[config.mk]
export PLATFORM = sky130hd
export DESIGN_NAME = alu_muldiv
export DESIGN_NICKNAME = d
export VERILOG_FILES = /design/src/rtl/alu_muldiv.sv
export SDC_FILE = /design/constraint.sdc
export NUM_CORES = 1
export LEC_CHECK = 0
export CORE_ASPECT_RATIO = 0.75
export CORE_MARGIN = 5
export CORE_UTILIZATION = 55
export CTS_CLUSTER_SIZE = 20
export DETAILED_ROUTE_END_ITERATION = 10
export PLACE_DENSITY_LB_ADDON = 0.12
export SETUP_SLACK_MARGIN = 0.02
export SLEW_MARGIN = 25
export SYNTH_ARGS = -nofsm -noshare
export SYNTH_HDL_FRONTEND = slang
export SYNTH_SLANG_ARGS = --single-unit
[constraint.sdc]
create_clock -name CLK -period 4.2 [get_ports CLK]
set_input_delay 1.26 -clock CLK [delete_from_list [all_inputs] [get_ports CLK]]
set_output_delay 1.26 -clock CLK [all_outputs]
set_load 0.01 [all_outputs]
[src/rtl/alu_muldiv.sv]
// Iterative multiply/divide unit with MIPS-style HI/LO result registers.
// One bit per cycle: shift-add multiply, restoring divide, sign fix-up last.
module alu_muldiv #(
  parameter int WIDTH = 32,
  parameter int CNTW  = $clog2(WIDTH) + 1
) (
  input  logic             CLK,
  input  logic             RST,
  input  logic             start,
  input  logic [1:0]       op,
  input  logic             flush,
  input  logic [WIDTH-1:0] portA,
  input  logic [WIDTH-1:0] portB,
  output logic             ready,
  output logic             done,
  output logic [WIDTH-1:0] hi,
  output logic [WIDTH-1:0] lo,
  output logic             divzero
);

  localparam logic [1:0] S_IDLE = 2'd0;
  localparam logic [1:0] S_CALC = 2'd1;
  localparam logic [1:0] S_FIX  = 2'd2;

  localparam logic [CNTW-1:0] LAST = CNTW'(WIDTH - 1);

  logic [1:0]       state;
  logic [CNTW-1:0]  cnt;
  logic [WIDTH-1:0] hacc;
  logic [WIDTH-1:0] areg;
  logic [WIDTH-1:0] breg;
  logic             is_div;
  logic             neg_res;
  logic             neg_rem;
  logic             dz_pend;

  logic             op_div;
  logic             op_sgn;
  logic [WIDTH-1:0] a_abs;
  logic [WIDTH-1:0] b_abs;

  logic [WIDTH:0]   mul_sum;
  logic [WIDTH:0]   div_sh;
  logic [WIDTH-1:0] div_sub;
  logic             div_ok;

  logic [WIDTH-1:0]   hacc_n;
  logic [WIDTH-1:0]   areg_n;
  logic [2*WIDTH-1:0] prod_fix;
  logic [WIDTH-1:0]   quo_fix;
  logic [WIDTH-1:0]   rem_fix;

  assign ready  = (state == S_IDLE);
  assign op_div = op[1];
  assign op_sgn = op[0];

  always_comb begin
    a_abs = portA;
    b_abs = portB;
    if (op_sgn && portA[WIDTH-1]) a_abs = -portA;
    if (op_sgn && portB[WIDTH-1]) b_abs = -portB;
  end

  // Multiply: {hacc,areg} shifts right, breg is the multiplicand.
  // Divide: hacc is the partial remainder, areg shifts dividend
  // bits out the top and quotient bits in at the bottom.
  always_comb begin
    mul_sum = {1'b0, hacc} + (areg[0] ? {1'b0, breg} : '0);
    div_sh  = {hacc, areg[WIDTH-1]};
    div_ok  = (div_sh >= {1'b0, breg});
    div_sub = div_sh[WIDTH-1:0] - breg;
    hacc_n  = hacc;
    areg_n  = areg;
    if (is_div) begin
      hacc_n = div_ok ? div_sub : div_sh[WIDTH-1:0];
      areg_n = {areg[WIDTH-2:0], div_ok};
    end else begin
      hacc_n = mul_sum[WIDTH:1];
      areg_n = {mul_sum[0], areg[WIDTH-1:1]};
    end
  end

  always_comb begin
    prod_fix = {hacc, areg};
    quo_fix  = areg;
    rem_fix  = hacc;
    if (neg_res) begin
      prod_fix = -{hacc, areg};
      quo_fix  = -areg;
    end
    if (neg_rem) rem_fix = -hacc;
  end

  always_ff @(posedge CLK) begin
    if (RST) begin
      state   <= S_IDLE;
      cnt     <= '0;
      hacc    <= '0;
      areg    <= '0;
      breg    <= '0;
      is_div  <= 1'b0;
      neg_res <= 1'b0;
      neg_rem <= 1'b0;
      dz_pend <= 1'b0;
      done    <= 1'b0;
      hi      <= '0;
      lo      <= '0;
      divzero <= 1'b0;
    end else begin
      done <= 1'b0;
      unique case (state)
        S_IDLE: begin
          if (start && !flush) begin
            hacc    <= '0;
            areg    <= a_abs;
            breg    <= b_abs;
            is_div  <= op_div;
            neg_res <= op_sgn & (portA[WIDTH-1] ^ portB[WIDTH-1]);
            neg_rem <= op_sgn & op_div & portA[WIDTH-1];
            dz_pend <= op_div & (portB == '0);
            cnt     <= '0;
            state   <= S_CALC;
          end
        end
        S_CALC: begin
          if (flush) begin
            state <= S_IDLE;
          end else begin
            hacc <= hacc_n;
            areg <= areg_n;
            cnt  <= cnt + 1'b1;
            if (cnt == LAST) state <= S_FIX;
          end
        end
        S_FIX: begin
          state <= S_IDLE;
          if (!flush) begin
            done    <= 1'b1;
            divzero <= dz_pend;
            if (is_div) begin
              hi <= rem_fix;
              lo <= dz_pend ? '1 : quo_fix;
            end else begin
              {hi, lo} <= prod_fix;
            end
          end
        end
        default: state <= S_IDLE;
      endcase
    end
  end

endmodule

==> flow_summary_export.csv <==
group,metric,value,unit
placement,place_congestion,0.971,
grt,grt-busiest-layer,"met1",
timing,rsz0062_at_grt,"no",
timing,maxClockFrequency,252,MHz
routing,drtIter0Drc,1161,
cts,ctsResizeCount,0,
yosys,synth-edff-count,0,
critical_path,worst_path_max_delay_cell,"or4_4",
layout,regArea,3480,sq um
layout,nNetsFinal,2031,
yosys,yosysSeqAreaShare,0.260,
yosys,synthFlopType,"dfxtp_1",
grt,use_met3,0.114,
pwr,powerDensity,278,nW/um^2
cts,tritoncts,"yes",
layout,syn2layout_area_growth,18.3,%
floorplan,ioPinCount,137,
routing,ant_nets,0,
cts,clk_pin_slew,0.07,ns
critical_path,endpoint_kind,"flop",
grt,grt_use_met2,0.418,
yosys,yosysMostFrequentCell,"nor2_1",
floorplan,core_area,24000,sq um
yosys,syn_area,13400,sq um
timing,skew,0.0106,ns
routing,drtPass1Iterations,5,
critical_path,crit_top_cell,"or4_4",
timing,tns,0,ns
grt,grt_pass1_wl,68700,um
cts,numCtsBuffers,17,
yosys,async_flop_share,0,
critical_path,path_max_fanout,8,
yosys,ys_ff_latch,174,
routing,routed-via-count,13800,
grt,use_met1,0.468,
pwr,ir_drop,0.289,mV
run,drv_cap,0,
cts,cts.path.max_buffers,2,
placement,io_buffers,136,
status,status,"finished, final reports clean",
pwr,p_leak,6.10,nW
timing,finalHoldViolCount,0,
cts,insertion_delay,0.45,ns
timing,worst_slack,0.233,ns
cts,post_cts_buffers,0,
floorplan,dieArea,27600,sq um
routing,wl_per_cell,19.7,um
timing,final.period_utilization,0.945,
routing,vias_per_cell,6.19,
yosys,synth_cell_types,67,
yosys,synth.area.top_cells,"dfxtp_1, a211oi_1, ha_1",
critical_path,cp_data_arrival_time,4.25,ns
yosys,ys_warn_count,0,
floorplan,die_y,145,um
cts,cts_max_level,4,
timing,slew_headroom,0.319,
placement,placed_cell_area,15200,sq um
floorplan,die_w,190,um
grt,grt_max_degree,92,
timing,period_minus_slack,3.97,ns
floorplan,floorplan.initialDensity,0.558,
grt,gr-usage-all-layers,0.308,
yosys,synth_common_cells,"nor2_1, dfxtp_1, a21oi_1",
timing,worst_pin_slew,1.02,ns
routing,wirelength,43900,um
timing,drv_slew,0,
cts,clk_root_buffer_cell,"clkbuf_16",
cts,cts_hold_buffers,0,
critical_path,start_kind,"flop",
yosys,synth_top_area_cell,"dfxtp_1",
layout,multi_input_area,9230,sq um
cts,clock_sinks,174,
critical_path,critPathRequiredTime,4.48,ns
yosys,syn_area_per_cell,7.48,sq um
placement,dpl.hpwl,33800,um
yosys,synthCells,1787,
critical_path,critical_path_class,"flop to flop",
critical_path,path_cells,"or4_4 -> or3_1 -> or4_4 -> or3_4 -> o21a_1 -> or4_4 -> o31ai_4 -> xor2_1 -> a211oi_1",
layout,fillCellCount,2145,
yosys,syn_nets,1928,
routing,drc,0,
layout,design_area,15800,sq um
grt,grt_overflow,0,
yosys,synth_top_area_share,0.260,
timing,setup_violations,0,
grt,grt_pass1_vias,12600,
critical_path,critical-path-max-stage-delay,0.66,ns
grt,antenna_found_initial,0,
floorplan,placementRows,49,
worst_hold_path,hp-class,"flop to flop",
layout,diodes,0,
layout,drive_gt1_frac,0.0641,
placement,place_ws,0.221,ns
per-layer routing:
layer | share of wire | routed length (um)
met2 | 0.39 | 17100
met3 | 0.12 | 5370
met4 | 0.013 | 573
met1 | 0.48 | 20900
met5 | 0 | 0
cell families after synthesis:
kind of cell | share of synthesized area
buffers and inverters | 0.0515
muxes | 0.0212
adders and majority gates | 0.0675
AOI/OAI and AO/OA | 0.280
DFF | 0.260
xor gates and xnor gates | 0.108
and+or+nand+nor | 0.211
sequential cells by signal (all words and copies together), names as in the netlist:
signal / cells
areg: 32
breg: 32
hacc: 32
hi: 32
lo: 32
cnt: 6
state: 2
divzero: 1
done: 1
dz_pend: 1
is_div: 1
neg_rem: 1
neg_res: 1
layout make-up:
class | count | area share
clock inverters | 10 | 0.00807
inverters | 67 | 0.0159
well taps | 331 | 0.0262
clock buffers | 21 | 0.0291
multi-input cells | 1432 | 0.584
flip-flops and latches | 174 | 0.220
repair buffers | 198 | 0.117
power by group:
| part | switching (mW) | total (mW) | internal, mW | leakage, nW |
|---|---|---|---|---|
| sequential | 0.0637 | 1.76 | 1.70 | 1.41 |
| clock | 0.718 | 1.64 | 0.917 | 0.287 |
| combinational | 0.603 | 0.999 | 0.396 | 4.40 |
| total | 1.39 | 4.40 | 3.01 | 6.10 |
cells in the final DEF (no fill, tap or decap), types with 25 or more instances in the layout:
cell type / instances
nor2_1: 206
dfxtp_1: 173
a21oi_1: 162
nand2_1: 140
clkdlybuf4s50_1: 135
a211oi_1: 119
o21ai_0: 101
xor2_1: 92
xnor2_1: 73
ha_1: 69
inv_1: 65
buf_4: 61
nor3_1: 40
or3_1: 32
and2_1: 28
a21o_1: 27
o31ai_1: 26
mux2i_1: 25
critical path: cells and delay by family, from the launching register on:
kind            cells  cell delay [ns]
simple gates        5             2.67
compound gates      3             0.52
xor+xnor            1             0.17
flops               1             0.44
final timing paths:
check / from / to / slack, ns / depth (start not counted)
setup reg to reg: areg[17]$_SDFFE_PP0P_ / hi[21]$_SDFFE_PP0P_ / 0.23 / 9
hold / removal: hi[12]$_SDFFE_PP0P_ / hi[12]$_SDFFE_PP0P_ / 0.45 / 2
setup / recovery: areg[17]$_SDFFE_PP0P_ / hi[21]$_SDFFE_PP0P_ / 0.23 / 9
hold reg to reg: hi[12]$_SDFFE_PP0P_ / hi[12]$_SDFFE_PP0P_ / 0.45 / 2
stage by stage:
step | cells | util | power, mW | hold WS (ns)
after detailed placement | 2202 | 0.635 | 2.76 | 0.446
after global placement | 2202 | 0.635 | 2.75 | 0.438
after floorplan | 1787 | - | 2.43 | 0.432
after global routing | 2233 | 0.660 | 4.58 | 0.473
after CTS | 2233 | 0.660 | 4.39 | 0.455
final | 2233 | 0.660 | 4.40 | 0.451
(Power assumes the default switching activity.)
